[config.mk]
export PLATFORM = sky130hd
export DESIGN_NAME = heap_drain_ctrl
export DESIGN_NICKNAME = d
export VERILOG_FILES = /design/src/rtl/heap_drain_ctrl.sv
export SDC_FILE = /design/constraint.sdc
export NUM_CORES = 1
export LEC_CHECK = 0
export ABC_CLOCK_PERIOD_IN_PS = 1600
export CAP_MARGIN = 20
export CORE_UTILIZATION = 45
export CTS_CLUSTER_DIAMETER = 100
export DETAILED_ROUTE_END_ITERATION = 10
export PLACE_DENSITY = 0.77
export SLEW_MARGIN = 20
export SYNTH_ARGS = -nofsm -noshare
export SYNTH_HDL_FRONTEND = slang
export SYNTH_SLANG_ARGS = --single-unit
[constraint.sdc]
create_clock -name clk -period 1.6 [get_ports clk]
set_input_delay 0.24 -clock clk [delete_from_list [all_inputs] [get_ports clk]]
set_output_delay 0.24 -clock clk [all_outputs]
set_load 0.05 [all_outputs]
[src/rtl/heap_drain_ctrl.sv]
// Purpose : drains the sorted two-bank heap min-first, one 4-element word per read, as a byte stream.
// Latency : start to first sym_valid is 3 cycles when heap_valid follows heap_rd by one cycle; 4 bytes per 6 cycles.
// Backpr. : sym_data/sym_valid hold until sym_ready; no new heap read is issued until the current word is consumed.
//
// Ports:
//   clk, rstN                : clock, asynchronous active-low reset
//   start, num_elem          : begin a drain of num_elem elements (clamped to 2**(CNT_W-1))
//   heap_rd/heap_dout/
//   heap_valid/heap_empty    : single-outstanding word read interface to the heap
//   sym_valid/sym_data/
//   sym_last/sym_ready       : byte stream toward the tree builder
//   busy, done, err          : drain in progress, completion pulse, sticky early-empty error
module heap_drain_ctrl #(
  parameter int ELEM_W = 8,
  parameter int CNT_W  = 9
) (
  input  logic                clk,
  input  logic                rstN,
  input  logic                start,
  input  logic [CNT_W-1:0]    num_elem,
  output logic                heap_rd,
  input  logic [4*ELEM_W-1:0] heap_dout,
  input  logic                heap_valid,
  input  logic                heap_empty,
  output logic                sym_valid,
  output logic [ELEM_W-1:0]   sym_data,
  output logic                sym_last,
  input  logic                sym_ready,
  output logic                busy,
  output logic                done,
  output logic                err
);

  localparam logic [2:0] S_IDLE = 3'd0;
  localparam logic [2:0] S_REQ  = 3'd1;
  localparam logic [2:0] S_WAIT = 3'd2;
  localparam logic [2:0] S_EMIT = 3'd3;
  localparam logic [2:0] S_FIN  = 3'd4;

  // Largest drainable count: the top bit of the count field alone (256 for CNT_W=9).
  localparam logic [CNT_W-1:0] MAX_ELEM = {1'b1, {(CNT_W-1){1'b0}}};
  localparam logic [CNT_W-1:0] ONE      = {{(CNT_W-1){1'b0}}, 1'b1};

  logic [2:0]          state;
  logic [CNT_W-1:0]    remaining;
  logic [1:0]          idx;
  logic [4*ELEM_W-1:0] word;
  logic                fetched;
  logic                err_q;
  logic                done_q;
  logic                xfer;
  logic                empty_stop;

  assign xfer       = sym_valid & sym_ready;
  // An empty heap only counts as an error once this drain has already pulled a word;
  // the very first read is always issued.
  assign empty_stop = heap_empty & fetched;

  assign heap_rd   = (state == S_REQ) & ~empty_stop;
  assign sym_valid = (state == S_EMIT);
  assign sym_last  = sym_valid & (remaining == ONE);
  assign busy      = (state != S_IDLE);
  assign done      = done_q;
  assign err       = err_q;

  // Element 0 is the most significant byte of the word.
  always_comb begin
    sym_data = word[4*ELEM_W-1 -: ELEM_W];
    case (idx)
      2'd0:    sym_data = word[4*ELEM_W-1 -: ELEM_W];
      2'd1:    sym_data = word[3*ELEM_W-1 -: ELEM_W];
      2'd2:    sym_data = word[2*ELEM_W-1 -: ELEM_W];
      default: sym_data = word[ELEM_W-1 -: ELEM_W];
    endcase
  end

  always_ff @(posedge clk or negedge rstN) begin
    if (!rstN) begin
      state     <= S_IDLE;
      remaining <= '0;
      idx       <= 2'd0;
      word      <= '0;
      fetched   <= 1'b0;
      err_q     <= 1'b0;
      done_q    <= 1'b0;
    end else begin
      done_q <= 1'b0;
      case (state)
        S_IDLE: begin
          if (start) begin
            remaining <= (num_elem > MAX_ELEM) ? MAX_ELEM : num_elem;
            err_q     <= 1'b0;
            fetched   <= 1'b0;
            state     <= (num_elem == '0) ? S_FIN : S_REQ;
          end
        end
        S_REQ: begin
          if (empty_stop) begin
            err_q <= 1'b1;
            state <= S_FIN;
          end else begin
            fetched <= 1'b1;
            state   <= S_WAIT;
          end
        end
        S_WAIT: begin
          if (heap_valid) begin
            word  <= heap_dout;
            idx   <= 2'd0;
            state <= S_EMIT;
          end
        end
        S_EMIT: begin
          if (xfer) begin
            remaining <= remaining - ONE;
            idx       <= idx + 2'd1;
            // Ending on the count drops any unused trailing bytes of a partial word.
            if (remaining == ONE) begin
              state <= S_FIN;
            end else if (idx == 2'd3) begin
              state <= S_REQ;
            end
          end
        end
        S_FIN: begin
          // Registered so the pulse lands in the first idle cycle.
          done_q <= ~err_q;
          state  <= S_IDLE;
        end
        default: state <= S_IDLE;
      endcase
    end
  end

endmodule

* Word level (Yosys, flattened, before mapping) *
Cells that the tools add are included.

cells by class
  reduce and logical (&&, ||, !) cells = 13
  order comparisons = 1
  equality and inequality tests = 14
  multiplexer cells = 22
  bitwise gates (word level) = 6
  add/subtract/negate cells = 2

operator list
  kind                                                                     number
  9-bit 2-to-1 mux                                                         3
  8-bit case mux with 3 select lines                                       1
  3-bit 2-to-1 mux                                                         7
  9-bit case mux with 2 select lines                                       1
  3-bit case mux with 4 select lines                                       1
  3-bit AND reduction                                                      4
  9-bit by 1-bit == test with 1-bit output, second input constant          1
  9-bit > comparator, second input constant                                1
  9-bit logical NOT                                                        1
  9-bit by 1-bit subtractor with 9-bit output, second input constant       1
  2-bit inequality test, second input constant                             4
  3-bit by 2-bit == test with 1-bit output, second input constant          2
  2-bit nonzero test                                                       3
  1-bit bitwise AND                                                        4
  2-bit == test, second input constant                                     2
  1-bit 2-to-1 mux                                                         4
  2-bit 2-to-1 mux                                                         2
  1-bit case mux with 2 select lines                                       2
  2-bit case mux with 2 select lines                                       1
  4-bit AND reduction                                                      1
  3-bit by 1-bit == test with 1-bit output, second input constant          1
  3-bit == test, second input constant                                     1
  3-bit logical NOT                                                        1
  3-bit by 1-bit inequality test with 1-bit output, second input constant  1
  7 further kinds                                                          8

word-level totals
  register bits after elaboration = 49
  bits of input ports = 47
  logic and storage cells = 65

* Logic depth before layout (Yosys ltp) *
Gate-level depths: netlist of run 1.

  word-level depth = 5
  depth in mapped cells = 7
  mapped depth without buffers = 6

* Worst setup path after synthesis of run 1 *
OpenSTA, ideal clock, no wires.

  kind = register to output
  start point = register idx[0]
  end point = output port sym_data[0]
  path buffers = 1
  cell stages (with the launch flop) = 4
  path slack = -0.500 ns
  data required time = 1.360 ns
  arrival = 1.860 ns
  cell sequence = dfrtp_1 -> ha_1 -> clkbuf_1 -> mux2i_1

on the way
  cells in the longest elaborated chain, start to end = 2
  elaborated cells between the ends (all ways) = 4
  those cells by class = 2 x eq/ne; 1 x mux; 1 x reduce/logical

RTL lines
  what                                         RTL line  RTL
  start, declared                              46        logic [1:0] idx;
  start signal, assigned                       116       idx <= idx + 2'd1;
  2-bit == test, or another cell as far along  69        case (idx)
  8-bit case mux with 3 select lines *         69
  end, declared                                26        output logic [ELEM_W-1:0] sym_data,

Mark *: on every way between the ends. The rest lies on a longest branch, timed or not.

* Final worst setup path of run 1 *
  start point = register idx[0]
  end point = output port sym_data[3]

The elaborated chain is that of the path after synthesis.

==> results of run 1 <==
-- final timing paths --
check / endpoint / cells past startpoint / slack, ns / start
worst max-delay path: sym_data[3] / 5 / -0.51 / idx[0]
worst min-delay path: word[26] / 3 / 0.42 / rstN
worst max register to register: remaining[5] / 5 / -0.09 / remaining[1]
worst min register to register: word[17] / 1 / 0.50 / word[17]
max in group asynchronous: idx[0] / 3 / 0.93 / rstN
min in group clk: word[3] / 3 / 0.46 / heap_dout[3]
-- per-stage QoR --
| step | power [mW] | TNS [ns] | hold slack, ns | utilization, % | std cells |
|---|---|---|---|---|---|
| 2_1_floorplan | 5.105 | -0.1553 | -0.05559 | - | 236 |
| 3_3_place_gp | 7.043 | -1.067 | 0.2433 | 70.21 | 391 |
| 3_5_place_dp | 7.206 | -2.192 | 0.2482 | 70.21 | 391 |
| 4_1_cts | 8.321 | -4.084 | 0.4424 | 75.63 | 409 |
| 5_1_grt | 9.352 | -5.022 | 0.4547 | 79.84 | 417 |
| 6_report | 8.931 | -4.201 | 0.4235 | 79.84 | 417 |
-- area by class of cell --
type                    count  area [µm²]  share of cell area (%)
repair buffers            117        1229                   29.38
clock buffers               5       68.82                   1.646
flip-flops and latches     49        1229                   29.38
clock inverters             3       28.78                  0.6882
well taps                  70       87.58                   2.095
inverters                  15       63.81                   1.526
multi-input cells         158        1475                   35.28
-- power by group --
part | total [mW] | switching [mW] | leakage, nW | internal [mW]
clock network | 0.811 | 0.483 | 0.0506 | 0.328
logic | 5.81 | 2.87 | 1.09 | 2.93
registers | 2.31 | 0.496 | 0.589 | 1.82
total | 8.93 | 3.85 | 1.73 | 5.08
-- layer usage --
layer  wire (µm)  global-route usage, %  vias to the layer above
met5           0                      0                        -
met2        3903                  41.62                      102
li1            -                      -                     1091
met1        2984                  31.86                     1165
met3         366                  3.713                       21
met4         214                  6.731                        0
-- synthesized netlist by cell type (2+ instances only) --
cell	number
a221o_1	2
a222oi_1	8
o21a_1	2
buf_4	2
a311oi_1	2
o22a_1	2
nor4_1	4
nand3b_1	2
nor4b_1	3
nor2_1	9
dfrtp_1	49
o21bai_1	2
mux2i_1	8
o21ai_1	16
nor3_1	5
a21oi_1	11
buf_2	5
ha_1	6
nor3b_1	2
a31oi_1	5
or3_1	2
inv_1	14
nand2b_1	4
clkbuf_1	6
mux2_1	24
nand2_1	18
nor2_2	2
and3_1	2
nand3_1	4
-- registers in the layout (all words and copies together) (netlist names) --
name,cells
word,32
fetched,1
done,1
idx,2
state,3
err,1
remaining,9
-- cells by family (layout without fill, tap and decap cells) --
family / count (synthesis) / count (layout) / share of synthesized area (%)
and+or+nand+nor: 62 / 62 / 13.58
AOI/OAI and AO/OA: 58 / 58 / 15.63
DFF: 49 / 49 / 48.93
muxes: 32 / 32 / 13.98
buffers and inverters: 29 / 140 / 4.892
adders and majority gates: 6 / 6 / 2.995
-- worst max-delay path, cell delays in order, from the launching register on --
cell and delay (ns):
dfrtp_2 0.46, ha_4 0.20, a222oi_1 0.45, buf_4 0.20, mux2i_4 0.07, buf_12 0.15
-- repair_timing --
item                                   4_1_cts  5_1_grt
gates resized for setup                     23       31
hold buffers                                 1        0
endpoints found under the hold margin       49        0
buffers inserted                             9        8
gates cloned                                 0        2
setup endpoints to repair                   15       22
pin swaps                                   10        9
==> key figures, run 1 <==
Power and ir drop
  • Peak VDD IR: 1.264 mV
  • P_leak: 1.734 nW
  • Pwr/cell area: 2136 nW/µm²

CTS
  • Total CTS buffers: 5
  • Clock latency on the worst-skew pair: 0.32 ns
  • Root Buffer: clkbuf_8
  • CTS tree: done
  • Clock-pin slew on the worst setup and hold paths: 0.10 ns
  • Clock tree buffer depth: 2
  • CTS Sinks: 49
  • H-tree Lvls: 2

Synthesis
  • Syn avg cell area: 10.62 µm²
  • Synth Flop Type: dfrtp_1
  • EDFF count, synth: 0
  • Post-synth top area share: 48.93%
  • Post-synthesis sequential area ratio: 48.93%
  • Synth Cell Area: 2506 µm²
  • Synth Net Count: 289
  • Cell accounting for the most synthesized area: dfrtp_1
  • Synth cell types: 44
  • Post-Syn Instances: 236
  • #FFs+latches synth: 49
  • Ys async rst share: 100.0%
  • Ys Warns: 0
  • Synth area leaders: dfrtp_1 49%, mux2_1 11%, a222oi_1 3.2%, mux2i_1 3.2%, o21ai_1 3.2%

Timing
  • Tcrit/Tclk final: 131.6%
  • Setup Skew: 0.004087 ns
  • Final Slew Violations: 0
  • Fmax: 0.4749 GHz
  • Final worst slack: -0.5055 ns
  • Final setup fails: 16
  • RSZ-0062 raised after global routing: yes
  • Final hold vios: 0
  • Worst-Margin Slew: 0.5420 ns
  • Relative slew margins: 63.87%
  • Min cycle time layout: 2.106 ns

Outcome
  • Failing checks: setup timing
  • Outcome: finished, violations left

GRT
  • Largest net degree at the start of global routing: 50
  • First-pass GRT wire length: 11200 µm
  • Number of global-route vias before repair: 2331
  • Total gr overflow: 0
  • Total GRT Usage: 24.30%
  • Initial antenna violation count: 0

Flow run
  • # Max-Cap Violations: 0

Floorplanning
  • Die ar.: 5871 µm²
  • Die H: 76.63 µm
  • Number of cell rows: 26
  • Core Area: 5238 µm²
  • Starting Density: 47.85%
  • Die W: 76.63 µm
  • Ports: 61

Placement
  • Place WS: -0.2029 ns
  • Dpl cell area: 3677 µm²
  • Port bufs: 60
  • Final GP Congestion: 0.8945
  • Hpwl dp: 4806 µm

Drt
  • Starting DRT DRC Count: 237
  • Detailed-route wire length per cell: 17.91 µm
  • Vias per std cell: 5.705
  • DR pass1 iterations: 9
  • DRT Wirelength: 7468 µm
  • DRC viols: 0
  • Final ANT Viol Nets: 0
  • DR vias: 2379

Critical path
  • Worst setup EP type: primary output
  • Critical path arrival: 1.87 ns
  • CP max FO: 8
  • Crit path launch type: flop
  • Data required time at the worst endpoint: 1.36 ns
  • Worst setup path class: reg -> out

Finish
  • Post-route cell area: 4182 µm²
  • Layout cells sized above 1: 34.87%
  • Area Growth Syn to Fin: 66.85%
  • # diodes: 0
  • Commonest non-fill, non-tap cells in the layout: 47 x dfrtp_1, 45 x clkdlybuf4s50_1, 44 x buf_4
  • Commonest non-fill, non-tap cell in the layout: dfrtp_1
  • Nets@finish: 399
  • # fillers: 298

Min path
  • Worst Hold Class: in -> async
Note: power is estimated with default switching activity, not from simulation.
==> run 2, diff against run 1 <==
- RECOVER_POWER: unset -> 25
==> run 2 against run 1 <==
Compared with the run above: the run still ends with setup timing left; global-route usage did not move; flip-flop and latch count is the same; power down 0.15%; setup slack gained 0.023 ns; critical path type unchanged; largest power group unchanged.
==> key figures, run 2 (synthesized netlist as in run 1, its figures left out) <==
Outcome
  • Outcome: finished, violations left
  • Failing checks: setup timing

GRT
  • GR Util met3: 3.713% (unchanged)
  • Number of global-route vias before repair: 2331 (unchanged)
  • Total gr overflow: 0 (unchanged)
  • Largest net degree at the start of global routing: 50 (unchanged)
  • First-pass GRT wire length: 11200 µm (unchanged)
  • Met2 usage: 41.62% (unchanged)
  • Total GRT Usage: 24.30% (unchanged)
  • Gr busiest metal: met2
  • Grt met1 use: 31.86% (unchanged)
  • Initial antenna violation count: 0 (unchanged)

Placement
  • Cells after DPL: 391 (unchanged)
  • Port bufs: 60 (unchanged)
  • Dpl cell area: 3677 µm² (unchanged)
  • Place WS: -0.2029 ns (unchanged)
  • Final GP Congestion: 0.8945 (unchanged)
  • Hpwl dp: 4806 µm (unchanged)

Timing
  • Final hold vios: 0 (unchanged)
  • Tcrit/Tclk final: 130.2% (-1.4 points)
  • Relative slew margins: 54.86% (-9.0 points)
  • Setup Skew: 0.004799 ns (+0.0007115 ns)
  • Final Slew Violations: 0 (unchanged)
  • Final worst slack: -0.4827 ns (+0.02282 ns)
  • Min cycle time layout: 2.083 ns (-0.02282 ns)
  • Fmax: 0.4801 GHz (+1.1%)
  • TNS Setup: -4.161 ns (+0.03939 ns)
  • Worst-Margin Slew: 0.6771 ns (+0.1351 ns)
  • Final setup fails: 16 (unchanged)
  • RSZ-0062 raised after global routing: yes
  • Hold Slack: 0.4553 ns (+0.03176 ns)

Critical path
  • Worst setup path startpoint: idx[0]
  • Worst setup path class: reg -> out
  • R2R Path End: remaining[5]
  • Worst setup EP type: primary output
  • Worst r2r src: remaining[1]
  • CP max FO: 8 (unchanged)
  • Critical path arrival: 1.84 ns (-0.03 ns)
  • Data required time at the worst endpoint: 1.36 ns (about the same)
  • R2R cell count: 5 (unchanged)
  • FF-to-FF setup slack: -0.09 ns (about the same)
  • Crit path launch type: flop

Drt
  • Detailed-route wire length per cell: 17.95 µm (+0.25%)
  • Starting DRT DRC Count: 245 (+3.4%)
  • Final ANT Viol Nets: 0 (unchanged)
  • DR vias: 2364 (-0.63%)
  • DRC viols: 0 (unchanged)
  • Vias per std cell: 5.669 (-0.63%)
  • DRT Wirelength: 7487 µm (+0.25%)
  • DR pass1 iterations: 4 (-5)

Power and ir drop
  • Peak VDD IR: 1.262 mV (-0.14%)
  • Pwr/cell area: 2139 nW/µm² (+0.15%)
  • P_leak: 1.730 nW (-0.28%)

Finish
  • Area Growth Syn to Fin: 66.35%
  • Layout cells sized above 1: 34.87% (unchanged)
  • Commonest non-fill, non-tap cell in the layout: dfrtp_1
  • Commonest non-fill, non-tap cells in the layout: 47 x dfrtp_1, 45 x clkdlybuf4s50_1, 44 x buf_4
  • Biggest register: word
  • # diodes: 0 (unchanged)
  • Post-route cell area: 4169 µm² (-0.30%)
  • Number of flip-flops under the largest register name: 32 (unchanged)
  • Final cell count without fillers: 417 (unchanged)
  • Nets@finish: 399 (unchanged)
  • Biggest regs: word: 32 flops, remaining: 9 flops, state: 3 flops

CTS
  • Clock-pin slew on the worst setup and hold paths: 0.10 ns (about the same)
  • Clock tree buffer depth: 2 (unchanged)
  • Clock latency on the worst-skew pair: 0.32 ns (about the same)
  • CTS Sinks: 49 (unchanged)
  • CTS tree: done
  • H-tree Lvls: 2 (unchanged)
  • Root Buffer: clkbuf_8
  • Total CTS buffers: 5 (unchanged)

Floorplanning
  • Die W: 76.63 µm (unchanged)
  • Die ar.: 5871 µm² (unchanged)
  • Ports: 61 (unchanged)
  • Starting Density: 47.85% (unchanged)
  • Core Area: 5238 µm² (unchanged)
  • Number of cell rows: 26 (unchanged)
  • Die H: 76.63 µm (unchanged)

Min path
  • Hold EP: word[3]
  • Hold path startpoint: heap_dout[3]
  • Worst hold stages: 3
  • Worst Hold Class: in -> reg

Flow run
  • # Max-Cap Violations: 0 (unchanged)
-- run 2: cell count changes in the layout (fill, tap and decap cells not counted), sizes merged --
cell / before / now
buf: 70 / 69
clkbuf: 6 / 7
-- run 2: how the worst max path moves through the flow --
stage | endpoint | slack, ns | cells after the start
after floorplan | sym_data[0] | -0.03 | 5
after global placement | remaining[4] | -0.14 | 6
after detailed placement | remaining[4] | -0.20 | 6
after CTS | sym_data[3] | -0.52 | 6
after global routing | sym_data[6] | -0.57 | 5
final | sym_data[3] | -0.48 | 5
-- run 2: layer usage --
layer | vias up | routed length, µm
li1 | 1093 | -
met1 | 1177 | 3095
met2 | 80 | 3934
met3 | 14 | 275
met4 | 0 | 180
met5 | - | 0
-- run 2: per-stage QoR --
step                power (mW)  util, %
floorplan                5.105        -
global placement         7.043    70.21
detailed placement       7.206    70.21
CTS                      8.321    75.63
global route             9.347    79.60
finish                   8.918    79.60
-- run 2: repair_timing --
action / in CTS / in global routing
pin swaps: 10 / 9
buffers inserted: 9 / 8
endpoints found under the hold margin: 49 / 0
cloned: 0 / 2
gates resized for setup: 23 / 31
hold buffers: 1 / 0
setup endpoints to repair: 15 / 22
-- run 2: area by class of cell --
type                       count  area (µm²)
clock inverter                 3       28.78
tap                           70       87.58
clock buffer                   5       68.82
sequential                    49        1229
fill                         300        1069
timing repair buffer         117        1216
inverter                      15       63.81
multi-input combinational    158        1475
-- run 2: power breakdown --
part,internal [mW],total [mW],switching [mW]
registers,1.82,2.31,0.489
logic,2.93,5.80,2.87
clock network,0.328,0.812,0.485
total,5.07,8.92,3.84
-- run 2: critical path, cell delays in order, from the launching register on --
cell and delay (ns):
dfrtp_2 0.46, ha_4 0.21, a222oi_1 0.43, buf_4 0.20
mux2i_4 0.07, buf_12 0.15
==> edit 1: new RTL, settings of run 2 <==
The parameter `CNT_W` goes from 9 to 18. Comments in the files are not updated.
--- a/src/rtl/heap_drain_ctrl.sv
+++ b/src/rtl/heap_drain_ctrl.sv
@@ -14,3 +14,3 @@
   parameter int ELEM_W = 8,
-  parameter int CNT_W  = 9
+  parameter int CNT_W  = 18
 ) (
Ports: changed (resized num_elem); port bits go from 61 to 70. The function was not compared with the original's and may differ.
==> edit 1 against run 2 <==
The run still ends with setup timing left. Routed wire length increased by 89%. Critical path depth increased by 2. Clock skew increased by 0.0053 ns. Synthesized area increased by 26%. Power increased by 36%. First-iteration DRC count increased by 130%. Sequential cell count increased by 9. Synthesized cell count increased by 56%. Worst setup slack got worse by 0.077 ns. Worst hold slack got worse by 0.28 ns. Design area increased by 33%. Largest power group unchanged.
==> edit 1: results <==
set metrics [dict create \
    status "complete, but fails checks" \
    violations "setup timing" \
    port_buffers 69 \
    drt-initial-drc-count 570 \
    clk_latency_ns 0.35 \
    post-place-ws_ns -0.479 \
    grt_usage 0.317 \
    synth_cells 367 \
    drtPass1Iterations 7 \
    finalSetupViolCount 29 \
    top_register "word" \
    r2r_setup_slack_ns -0.43 \
    top_regs "word x32, remaining x18, state x3" \
    worst_pin_slew_ns 0.617 \
    synth_cell_type_count 52 \
    fin_cells 632 \
    synth_common_cells "100 x nand2_1, 58 x dfrtp_1, 22 x o21ai_0, 16 x clkbuf_1, 16 x inv_1" \
    hpwl_um 7350 \
    cts_made_buffers 9 \
    antenna_found_initial 0 \
    grt_pass1_vias 3673 \
    clk_pin_slew_ns 0.07 \
    setup_slack_ns -0.559 \
    dpl_cell_area_um2 4740 \
    wire_per_inst_um 22.3 \
    yosysSeqAreaShare 0.458 \
    drive_above_1_share 0.377 \
    vias 3979 \
    grt_first_pass_wirelength_um 17800 \
    vdd_ir_drop_max_mv 1.26 \
    timing.hold.ws_ns 0.178 \
    skew_ns 0.0101 \
    place.gp.congestion 0.935 \
    grt_max_degree 42 \
    numPlacedInstances 585 \
    synth_area_leaders "dfrtp_1 46%, nand2_1 12%, o21ai_0 3.5%" \
    setup_tns_ns -7.75 \
    min_path_type "input port to register" \
    htreeDepth 3 \
    syn_nets 429 \
    p_leak_nw 2.49 \
    synthFlopType "dfrtp_1" \
    cp.arrival_ns 1.92 \
]
[edit 1: per-layer routing]
layer | vias to the layer above | GRT usage | wire, um
li1 | 1651 | - | -
met1 | 1920 | 0.401 | 4990
met2 | 302 | 0.537 | 6740
met3 | 106 | 0.0837 | 1380
met4 | 0 | 0.0879 | 1010
met5 | - | 0 | 0
[edit 1: final cells by class]
cell class	count	area, um^2
clock buffer	11	141
inverter	16	65.1
multi-input combinational	272	1990
sequential	58	1450
tap	96	120
timing repair buffer	174	1700
fill	360	1240
clock inverter	5	77.6
[edit 1: final timing paths]
check | from | cells after the start | endpoint
max | idx[1] | 7 | sym_data[4]
min | num_elem[2] | 3 | remaining[2]
max reg2reg | remaining[6] | 5 | remaining[17]
min reg2reg | word[10] | 2 | word[10]
max in group asynchronous | rstN | 3 | idx[0]
min in group asynchronous | rstN | 2 | word[6]
[edit 1: power breakdown]
| part | switching (mW) | total (mW) | internal [mW] | leakage [nW] |
|---|---|---|---|---|
| logic | 4.25 | 7.91 | 3.66 | 1.66 |
| clock network | 0.642 | 1.56 | 0.915 | 0.109 |
| registers | 0.534 | 2.65 | 2.12 | 0.719 |
| total | 5.43 | 12.1 | 6.69 | 2.49 |
[edit 1: critical path: stages, from the launching register on]
cell and delay, ns:
dfrtp_1 0.40, buf_4 0.16, ha_4 0.19, buf_4 0.14, a222oi_1 0.25, buf_4 0.20, mux2i_4 0.07, buf_12 0.15
[edit 1: cell families (layout without fill, tap and decap cells)]
kind of cell,Yosys count,after routing,share of synthesized area
AND/OR/NAND/NOR,176,176,0.263
AO/OA/AOI/OAI,80,80,0.175
buffers and inverters,37,206,0.0474
flip-flops,58,58,0.458
multiplexers,10,10,0.0316
adder cells (fa/ha/maj),6,6,0.0237
[edit 1: repair_timing]
action	CTS	global route
setup buffers	17	14
hold endpoints to repair	16	0
pin swaps	24	34
hold buffers	1	0
gates cloned	0	1
resized for setup	46	52
endpoints found under the setup margin	29	66
==> edit 2: new RTL, config.mk and constraints of run 2 <==
Made on the original files. Register the output `err` once more, without a reset; this adds one clock of latency there. The other outputs are not delayed to match.
--- a/src/rtl/heap_drain_ctrl.sv
+++ b/src/rtl/heap_drain_ctrl.sv
@@ -63,3 +63,5 @@
   assign done      = done_q;
-  assign err       = err_q;
+  always_ff @(posedge clk) begin
+    err <= err_q;
+  end
 
Function: changed (Yosys sat finds a counterexample within 10 cycles, from zero or initial values and one cycle with rstN low).
==> edit 2 against run 2 <==
Utilization is 2.4 points higher. Maximum frequency is 11% lower. Highest routed layer unchanged. Count of clock-buffer cells in the layout stayed put. Worst setup slack worse by 0.27 ns. Synthesized area hardly changed. Sequential cell count is 1 higher. Routed wire length is 19% higher. The flow still finishes with violations (setup timing). Power is 12% higher. Clock skew is 0.0023 ns higher. Global-route usage is 1.3 points higher. Via count is 3.9% higher. Design area is 3.0% higher. Critical endpoint is now sym_data[2]. Sequential share of layout area is 0.35 points lower.
==> edit 2: results <==
set metrics [dict create \
    status "complete, but fails checks" \
    violations "setup timing" \
    synth_common_cells "49 x dfrtp_1, 26 x mux2_2, 18 x o21ai_0, 16 x nand2_1, 14 x inv_1" \
    synth_warnings 0 \
    hpwl_um 4590 \
    drtPass1Iterations 6 \
    htreeDepth 2 \
    syn_nets 282 \
    cts_made_buffers 5 \
    synthArstFlopShare 0.980 \
    diodes 0 \
    max_stage_delay_ns 0.64 \
    cp.arrival_ns 2.11 \
    drive_above_1_share 0.457 \
    yosysSeqAreaShare 0.497 \
    antenna_found_initial 0 \
    cp-startpoint "idx[0]" \
    reg2reg_from "state[1]" \
    worst_pin_slew_ns 0.704 \
    drt-initial-drc-count 207 \
    min_from "err_q" \
    wire_per_inst_um 21.6 \
    clk_latency_ns 0.32 \
    r2r_end "remaining[1]" \
    post-place-ws_ns -0.274 \
    clockBufferDepth 2 \
    grt_first_pass_wirelength_um 11600 \
    vias 2457 \
    top_regs "word x32, remaining x9, state x3" \
    grt_usage 0.256 \
    cp_max_fo 8 \
    synth_area_leaders "dfrtp_1 49%, mux2_2 12%, o21ai_0 3.6%" \
    setup_slack_ns -0.751 \
    grt_pass1_vias 2346 \
    finalSetupViolCount 37 \
    crit_path_end "sym_data[2]" \
    cpLargestDelayFamily "compound AO/OA/AOI/OAI gates" \
    r2r_setup_slack_ns -0.05 \
    worstRegToRegCells 6 \
    port_buffers 60 \
    synthFlopType "dfrtp_1" \
    holdPathStages 0 \
    pwr-share-clk 0.083 \
    vdd_ir_drop_max_mv 1.51 \
    clk_pin_slew_ns 0.11 \
    nets 393 \
    p_leak_nw 1.81 \
    fillers 276 \
    switching_share 0.432 \
    pg_seq_mw 2.41 \
    skew_ns 0.00714 \
    place.gp.congestion 0.836 \
    synth_cell_type_count 45 \
    hold_end "err" \
    critPathSlowestCell "a222oi_1" \
    ctsRootBufferMaster "clkbuf_8" \
    min_path_type "register to register" \
]
[edit 2: cell families (layout without fill, tap and decap cells)]
family	after synthesis	count (layout)	synth area share
simple gates	51	51	0.115
fa+ha+maj	6	6	0.0299
flops	50	50	0.497
mux	34	34	0.149
compound gates	60	61	0.158
buf+inv	28	139	0.0514
[edit 2: repair_timing]
action,in CTS,in global routing
cloned,1,3
hold endpoints to repair,49,0
pin swaps,10,21
setup endpoints to repair,16,54
resized for setup,27,71
hold buffers,1,0
buffers inserted,21,8
[edit 2: per-stage QoR]
| stage | cell area, um^2 | instances | TNS [ns] | power (mW) | hold slack, ns |
|---|---|---|---|---|---|
| floorplan | 2640 | 229 | -0.0726 | 5.30 | -0.0556 |
| global placement | 3570 | 372 | -7.35 | 7.24 | 0.246 |
| detailed placement | 3570 | 372 | -7.83 | 7.37 | 0.245 |
| CTS | 3960 | 401 | -3.64 | 8.77 | 0.441 |
| global route | 4290 | 411 | -7.93 | 10.4 | 0.469 |
| finish | 4290 | 411 | -5.53 | 9.97 | 0.448 |
[edit 2: metal layers]
| layer | wire, um | GRT usage |
|---|---|---|
| met1 | 3650 | 0.334 |
| met2 | 4390 | 0.425 |
| met3 | 546 | 0.0419 |
| met4 | 303 | 0.100 |
| met5 | 0 | 0 |
[edit 2: final cells by class]
| type | count | area (um^2) | area share |
|---|---|---|---|
| Multi-Input combinational cell | 152 | 1560 | 0.363 |
| Sequential cell | 50 | 1250 | 0.291 |
| Timing Repair Buffer | 116 | 1240 | 0.289 |
| Tap cell | 70 | 87.6 | 0.0204 |
| Clock buffer | 5 | 68.8 | 0.0160 |
| Inverter | 15 | 56.3 | 0.0131 |
| Clock inverter | 3 | 28.8 | 0.00670 |
